**src/rtl/rs232_pkg.sv**
```systemverilog
// Shared types and elaboration helpers for the RS232 transmit/receive blocks.
package rs232_pkg;

   typedef enum logic [2:0] {
      IDLE,
      START,
      DATA,
      PARITY,
      STOP
   } tx_state_t;

   localparam int unsigned MIN_BIT_CYCLES = 2;
   localparam int unsigned MIN_STOP_BITS  = 1;
   localparam int unsigned MAX_STOP_BITS  = 2;

   function automatic int unsigned bit_cycles(input int unsigned clk_hz, input int unsigned baud);
      return clk_hz / baud;
   endfunction

endpackage

```
**src/rtl/rs232_baud_tick.sv**
```systemverilog
// Bit-period counter: counts 0..BIT_CYCLES-1 and flags the last cycle of each bit.
module rs232_baud_tick #(
   parameter int unsigned BIT_CYCLES = 868
) (
   input  logic clk,
   input  logic rst,
   input  logic clr,
   output logic tick
);

   localparam int unsigned CNT_W = (BIT_CYCLES > 1) ? $clog2(BIT_CYCLES) : 1;

   logic [CNT_W-1:0] count;

   assign tick = (count == CNT_W'(BIT_CYCLES - 1));

   always_ff @(posedge clk) begin
      if (rst || clr || tick) begin
         count <= '0;
      end else begin
         count <= count + CNT_W'(1);
      end
   end

endmodule

```
**src/rtl/rs232_tx.sv**
```systemverilog
// UART serializer: byte handshake in, start/data/parity/stop frames out on TD,
// with a one-entry holding register so frames can run back-to-back.
module rs232_tx
   import rs232_pkg::*;
#(
   parameter int unsigned CLK_FREQ_HZ = 100_000_000,
   parameter int unsigned BAUD_RATE   = 115200,
   parameter int unsigned PARITY_EN   = 0,
   parameter int unsigned PARITY_ODD  = 0,
   parameter int unsigned STOP_BITS   = 1
) (
   input  logic       Clk,
   input  logic       Rst,
   input  logic [7:0] TX_Data,
   input  logic       TX_Valid,
   output logic       TX_Ready,
   output logic       TD,
   output logic       Tx_Busy
);

   localparam int unsigned BIT_CYCLES = bit_cycles(CLK_FREQ_HZ, BAUD_RATE);

   if (BIT_CYCLES < MIN_BIT_CYCLES || STOP_BITS < MIN_STOP_BITS || STOP_BITS > MAX_STOP_BITS) begin : g_bad_cfg
      $error("rs232_tx: BIT_CYCLES must be >= 2 and STOP_BITS must be 1 or 2");
   end

   tx_state_t  state;
   logic [7:0] shifter;
   logic [7:0] hold_data;
   logic       hold_valid;
   logic       parity_bit;
   logic [2:0] bit_idx;
   logic       stop_idx;

   logic       tick;
   logic       timer_clr;
   logic       accept;
   logic       frame_end;
   logic       load_direct;
   logic       drain;
   logic       hold_write;
   logic       start_frame;
   logic [7:0] start_byte;
   logic       hold_valid_nxt;
   logic       active_nxt;

   assign timer_clr = (state == IDLE);

   rs232_baud_tick #(
      .BIT_CYCLES(BIT_CYCLES)
   ) u_baud_tick (
      .clk  (Clk),
      .rst  (Rst),
      .clr  (timer_clr),
      .tick (tick)
   );

   // A byte accepted on the very last STOP cycle with the holding register empty
   // goes straight into the shifter, keeping the line free of idle bits.
   always_comb begin
      accept         = TX_Valid && TX_Ready;
      frame_end      = (state == STOP) && tick && (stop_idx == 1'(STOP_BITS - 1));
      load_direct    = accept && ((state == IDLE) || frame_end);
      drain          = hold_valid && ((state == IDLE) || frame_end);
      hold_write     = accept && !load_direct;
      start_frame    = load_direct || drain;
      start_byte     = drain ? hold_data : TX_Data;
      hold_valid_nxt = hold_write || (hold_valid && !drain);
      active_nxt     = start_frame || ((state != IDLE) && !frame_end);
   end

   always_ff @(posedge Clk) begin
      if (Rst) begin
         state      <= IDLE;
         shifter    <= '0;
         hold_data  <= '0;
         hold_valid <= 1'b0;
         parity_bit <= 1'b0;
         bit_idx    <= '0;
         stop_idx   <= 1'b0;
         TD         <= 1'b1;
         TX_Ready   <= 1'b0;
         Tx_Busy    <= 1'b0;
      end else begin
         hold_valid <= hold_valid_nxt;
         TX_Ready   <= !hold_valid_nxt;
         Tx_Busy    <= active_nxt || hold_valid_nxt;

         if (hold_write) begin
            hold_data <= TX_Data;
         end

         case (state)
            START:   TD <= 1'b0;
            DATA:    TD <= shifter[0];
            PARITY:  TD <= parity_bit;
            default: TD <= 1'b1;
         endcase

         if (start_frame) begin
            state      <= START;
            shifter    <= start_byte;
            parity_bit <= (^start_byte) ^ (PARITY_ODD != 0);
            bit_idx    <= '0;
            stop_idx   <= 1'b0;
         end else if (tick) begin
            case (state)
               START: state <= DATA;
               DATA: begin
                  shifter <= {1'b0, shifter[7:1]};
                  bit_idx <= bit_idx + 3'd1;
                  if (bit_idx == 3'd7) begin
                     state <= (PARITY_EN != 0) ? PARITY : STOP;
                  end
               end
               PARITY: state <= STOP;
               STOP: begin
                  if (frame_end) begin
                     state <= IDLE;
                  end else begin
                     stop_idx <= 1'b1;
                  end
               end
               default: state <= IDLE;
            endcase
         end
      end
   end

endmodule

```
**config.mk**
```make
export PLATFORM = sky130hd
export DESIGN_NAME = rs232_tx
export DESIGN_NICKNAME = d
export VERILOG_FILES = /design/src/rtl/rs232_pkg.sv /design/src/rtl/rs232_baud_tick.sv /design/src/rtl/rs232_tx.sv
export SDC_FILE = /design/constraint.sdc
export NUM_CORES = 1
export LEC_CHECK = 0
export CAP_MARGIN = 20
export CORE_ASPECT_RATIO = 0.6
export CORE_MARGIN = 2
export CORE_UTILIZATION = 46
export DETAILED_ROUTE_END_ITERATION = 12
export HOLD_SLACK_MARGIN = 0.05
export PLACE_DENSITY = 0.63
export REMOVE_ABC_BUFFERS = 1
export SYNTH_ARGS = -nofsm -noshare
export SYNTH_HDL_FRONTEND = slang
export SYNTH_SLANG_ARGS = --single-unit
```
**constraint.sdc**
```tcl
create_clock -name Clk -period 2.4 [get_ports Clk]
set_clock_uncertainty 0.05 [all_clocks]
set_input_delay 0.36 -clock Clk [delete_from_list [all_inputs] [get_ports Clk]]
set_output_delay 0.36 -clock Clk [all_outputs]
set_load 0.02 [all_outputs]
```
Word level (Yosys, flattened, before mapping). Index checks and enable logic that the tools add are counted.

Eq/ne operators: 10. Reduce and logical (&&, ||, !) cells: 30. Add/subtract/negate cells: 2. Multiplexer cells: 10. Bitwise gates (word level): 2.

Operators with widths (count): two-way mux 8 bit (4); case mux 3 bit (4 select lines) (1); adder 10 x 1 -> 10 bit, second input constant (1); equality test 10 bit, second input constant (1); AND reduction 3 bit (3); logical AND 1 bit (8); XOR reduction 8 bit (1); logical OR 1 bit (7); equality test 3 x 2 -> 1 bit, second input constant (2); equality test 3 bit, second input constant (2); two-way mux 3 bit (2); inequality test 3 bit, second input constant (2); logical NOT 1 bit (4); inequality test 2 bit, second input constant (2); AND reduction 2 bit (2); nonzero test 2 bit (2); adder 3 x 1 -> 3 bit, second input constant (1); equality test 3 x 1 -> 1 bit, second input constant (1); logical NOT 3 bit (1); case mux 1 bit (3 select lines) (1); nonzero test 3 bit (1); two-way mux 1 bit (2); inverter 1 bit (2); OR reduction 2 bit (1).

Output and inout port bits: 3. Register bits after elaboration: 38. Word-level logic and storage cells: 66. Input port bits: 11.

Logic depth before layout (Yosys ltp).
Word-level depth: 9. Gate-level depth with buffers: 7. Gate-level depth less buffers: 6.

By module. Synthesis repeated with hierarchy kept, for this count alone.

Cells, all modules: 210. Area, all modules: 1944.4 µm².

Modules (own cells, without submodules): rs232_tx (area an instance 1490.2 µm², cells an instance 157, sequential area each 560.5 µm², instances 1); rs232_baud_tick (area an instance 454.2 µm², cells an instance 53, sequential area each 200.2 µm², instances 1).

Least setup slack after synthesis. No wires, ideal clock.

Path kind: register to register. Start point: reg u_baud_tick.count[0]. End point: reg shifter[2]. Setup time: 0.139 ns. Path buffers: 1. Period minus slack after synthesis: 1.842 ns. Setup slack: 0.558 ns. Arrival time: 1.653 ns. Required time: 2.211 ns. Cell stages (with the launch flop): 8. Path through: dfxtp_1 > ha_1 > and4bb_2 > and4_1 > buf_4 > mux2_1 > nor2_1 > a211oi_2.

Cells in the longest elaborated chain, start to end: 8. Elaborated cells between the ends (all ways): 12. Classes of those cells: eq/ne (1); mux (2); reduce/logical (9).

RTL lines: from (decl) (RTL line rs232_baud_tick.sv:13) `logic [CNT_W-1:0] count;`; from (signal assigned) (RTL line rs232_baud_tick.sv:21) `count <= count + CNT_W'(1);`; equality test 10 bit (*) (RTL line rs232_baud_tick.sv:15) `assign tick = (count == CNT_W'(BIT_CYCLES - 1));`; logical AND 1 bit (2 in series) (RTL line rs232_tx.sv:62) `frame_end = (state == STOP) && tick && (stop_idx == 1'(STOP_BITS - 1));`; logical OR 1 bit (RTL line rs232_tx.sv:63, rs232_tx.sv:64); logical AND 1 bit, on equally long branches (RTL line rs232_tx.sv:63, rs232_tx.sv:64); logical OR 1 bit (RTL line rs232_tx.sv:66) `start_frame = load_direct || drain;`; nonzero test 2 bit (no line); AND reduction 2 bit (no line); to (signal assigned) (RTL line rs232_tx.sv:102) `shifter <= start_byte;`; to (signal assigned) (RTL line rs232_tx.sv:110) `shifter <= {1'b0, shifter[7:1]};`; to (decl) (RTL line rs232_tx.sv:28) `logic [7:0] shifter;`.

Mark *: on every way between the ends. The rest lies on a longest branch, timed or not. A chain may end at the register's enable or synchronous reset.

Final worst setup path.
Start point: reg u_baud_tick.count[0]. End point: reg bit_idx[0].

Cells in the longest elaborated chain, start to end: 7. Elaborated cells between the ends (all ways): 9. Classes of those cells: eq/ne (1); reduce/logical (8).

RTL lines: equality test 10 bit (*) (RTL line rs232_baud_tick.sv:15); logical AND 1 bit (2 in series) (RTL line rs232_tx.sv:62); logical OR 1 bit (RTL line rs232_tx.sv:63, rs232_tx.sv:64); logical AND 1 bit, on equally long branches (RTL line rs232_tx.sv:63, rs232_tx.sv:64); logical OR 1 bit (RTL line rs232_tx.sv:66); OR reduction 2 bit (no line); to (signal assigned) (RTL line rs232_tx.sv:111) `bit_idx <= bit_idx + 3'd1;`; to (decl) (RTL line rs232_tx.sv:32) `logic [2:0] bit_idx;`.

Marked as above.

==> impl_metrics.yaml <==
global_route:
  grt_pass1_vias: 1258
  grt_antenna_before_repair: 0
  grt_usage_pct: 16.96
  grt_overflow: 0
  grt_max_degree: 14
  grt_pass1_wl_um: 5775
setup_path:
  reg2reg_slack_ns: 0.21
  r2r-end: "bit_idx[0]"
  path_class: "reg -> reg"
  cp-end-kind: "register"
  arrival_ns: 2.31
  required_ns: 2.52
  startpoint_type: "register"
  worstReg2RegStart: "u_baud_tick.count[0]"
  crit_fanout: 13
  r2r_cells: 6
synthesis:
  ys_seq_area_share_pct: 41.11
  syn_avg_cell_area_um2: 9.896
  synth-edff-count: 0
  async_reset_ff_share_pct: 0
  synth_largest_area_cell: "dfxtp_1"
  ys_types: 39
  synth_warnings: 0
  netlist_area_um2: 1851
  ys.flop_type: "dfxtp_1"
  synth_top_area_share_pct: 41.11
  ys_ff_latch: 38
  synth_common_cells: "dfxtp_1 (38), nor2_1 (36), mux2i_1 (19), xnor2_1 (19), a211oi_2 (6)"
  syn_inst: 187
  ys_top_cells_by_area: "dfxtp_1 (41%), mux2i_1 (10%), xnor2_1 (9.0%)"
  synth.most_common_cell: "dfxtp_1"
layout:
  nFillCells: 326
  nets: 218
  multi_input_area_um2: 1012
  antenna_cells: 0
  area_growth_pct: 14.00
  drive_gt1_share_pct: 13.66
  seq_area_um2: 760.7
drt:
  top_layer_used: "met4"
  drt-initial-drc-count: 54
  wl_met1_um: 1879
  vias: 1327
  final_antenna_net_count: 0
  viasPerCell: 5.266
  wl_per_cell_um: 13.77
  wl_um: 3470
  dr.pass1.iters: 6
  wl_met3_um: 138
  remaining_drc_errors: 0
  wl_met2_um: 1391
floorplanning:
  coreArea_um2: 3765
  die_area_um2: 4563
  fp.dieH_um: 53.13
  start_util_pct: 49.15
  std_cell_rows: 17
  die_w_um: 85.88
  pin_count: 14
sta:
  period_share_pct: 91.27
  fin_tns_setup_ns: 0
  relSlewSlack_pct: 68.93
  fin_crit_ns: 2.191
  worst_pin_slew_ns: 0.4661
  holdWs_ns: 0.4068
  fmax_mhz: 456.5
  finalHoldViolCount: 0
  setup_viol: 0
  rsz0062_at_grt: "false"
  drv_slew: 0
place:
  gp_congestion: 0.8012
  port_buffers: 13
  dp_hpwl_um: 2621
run:
  drv_cap: 0
power_and_ir_drop:
  switching_power_uw: 318.5
  switching_share_pct: 24.70
  sequentialPowerShare_pct: 51.9
  p_leak_nw: 0.7883
  p_comb_share_pct: 13.1
  p_int_uw: 971.3
  clkPwrFrac_pct: 35.0
  pwr_density_cell_nw_per_um2: 611.4
  ir_worst_vdd_mv: 0.2214
hold_path:
  hold_end: "stop_idx"
  holdPathStages: 2
  hold_class: "reg -> reg"
  holdCritStartpoint: "stop_idx"
clock_network:
  clk_pin_slew_ns: 0.07
  cts_sinks: 38
  clk_latency_ns: 0.29
  cts_resized: 0
  root_buffer: "clkbuf_8"
  numCtsBuffers: 5
  cts_tree: "built"
  h-tree-depth: 2
  postCtsSetupBuffers: 0
  clockBufferDepth: 2
  hold_buffers: 0
status:
  status: "finished, final reports clean"
## power by group through the flow
stage | sequential (mW) | combinational [mW] | clock, mW
6_report | 0.670 | 0.168 | 0.451
3_3_place_gp | 0.683 | 0.163 | 0
5_1_grt | 0.672 | 0.183 | 0.490
3_5_place_dp | 0.684 | 0.168 | 0
2_1_floorplan | 0.685 | 0.104 | 0
4_1_cts | 0.669 | 0.169 | 0.467
## metal layers
layer / global-route usage (%) / vias up
li1: - / 677
met1: 23.16 / 621
met2: 25.06 / 22
met3: 4.368 / 7
met4: 7.937 / 0
met5: 0 / -
## cells in the final DEF, fill, tap and decap left out, drive strengths merged, types with 2 or more instances in the layout
cell / n
or3: 3
xor2: 4
buf: 6
mux2: 8
and3: 4
nand2: 5
nor3: 3
a21oi: 5
nand2b: 3
dfxtp: 38
mux2i: 19
clkbuf: 7
inv: 3
xnor2: 19
a211oi: 7
nand3: 3
nor2: 37
clkdlybuf4s50: 13
nand4: 2
ha: 3
## worst max-delay path by stage
| stage | startpoint | end | cells past startpoint |
|---|---|---|---|
| 2_1_floorplan | u_baud_tick.count[0] | shifter[7] | 6 |
| 5_1_grt | u_baud_tick.count[0] | state[2] | 6 |
| 6_report | u_baud_tick.count[0] | bit_idx[0] | 6 |
| 3_3_place_gp | u_baud_tick.count[0] | bit_idx[0] | 6 |
| 4_1_cts | u_baud_tick.count[0] | bit_idx[0] | 6 |
| 3_5_place_dp | u_baud_tick.count[0] | bit_idx[2] | 6 |
## critical path, cell delays in order, from the launching register on
cell and delay (ns):
dfxtp_1 0.37, ha_1 0.25, and4bb_2 0.27, nand4_1 0.23
a21oi_4 0.45, or2_0 0.36, nor2_1 0.09
## cells by family (layout without fill, tap and decap cells)
kind of cell | Yosys count | in the layout | share of synthesized area [%]
mux | 27 | 27 | 15.14
fa+ha+maj | 3 | 3 | 2.029
compound gates | 19 | 19 | 9.467
xor+xnor | 23 | 23 | 10.89
buf+inv | 12 | 30 | 4.192
flops | 38 | 38 | 41.11
simple gates | 65 | 65 | 17.17
## registers in the layout, indices dropped and copies added (netlist names)
name / flops
u_baud_tick.count: 10
hold_data: 8
shifter: 8
bit_idx: 3
state: 3
TD: 1
TX_Ready: 1
Tx_Busy: 1
hold_valid: 1
parity_bit: 1
stop_idx: 1
## final cells by class
| cell class | count | share of cell area, % |
|---|---|---|
| Inverter | 3 | 0.5338 |
| Clock inverter | 1 | 0.2372 |
| Sequential cell | 38 | 36.06 |
| Timing Repair Buffer | 19 | 8.304 |
| Multi-Input combinational cell | 137 | 47.98 |
| Tap cell | 47 | 2.788 |
| Clock buffer | 7 | 4.093 |
## through the flow
| step | std cells | utilization (%) | area, um2 | setup WS, ns | total power [mW] |
|---|---|---|---|---|---|
| 2_1_floorplan | 178 | - | 1784 | 0.3945 | 0.7892 |
| 3_3_place_gp | 244 | 53.61 | 2018 | 0.3422 | 0.8463 |
| 3_5_place_dp | 244 | 53.61 | 2018 | 0.2228 | 0.8525 |
| 4_1_cts | 252 | 56.03 | 2110 | 0.2189 | 1.306 |
| 5_1_grt | 252 | 56.03 | 2110 | 0.06642 | 1.345 |
| 6_report | 252 | 56.03 | 2110 | 0.2095 | 1.290 |
No activity file was read; power rests on OpenSTA's default activity.
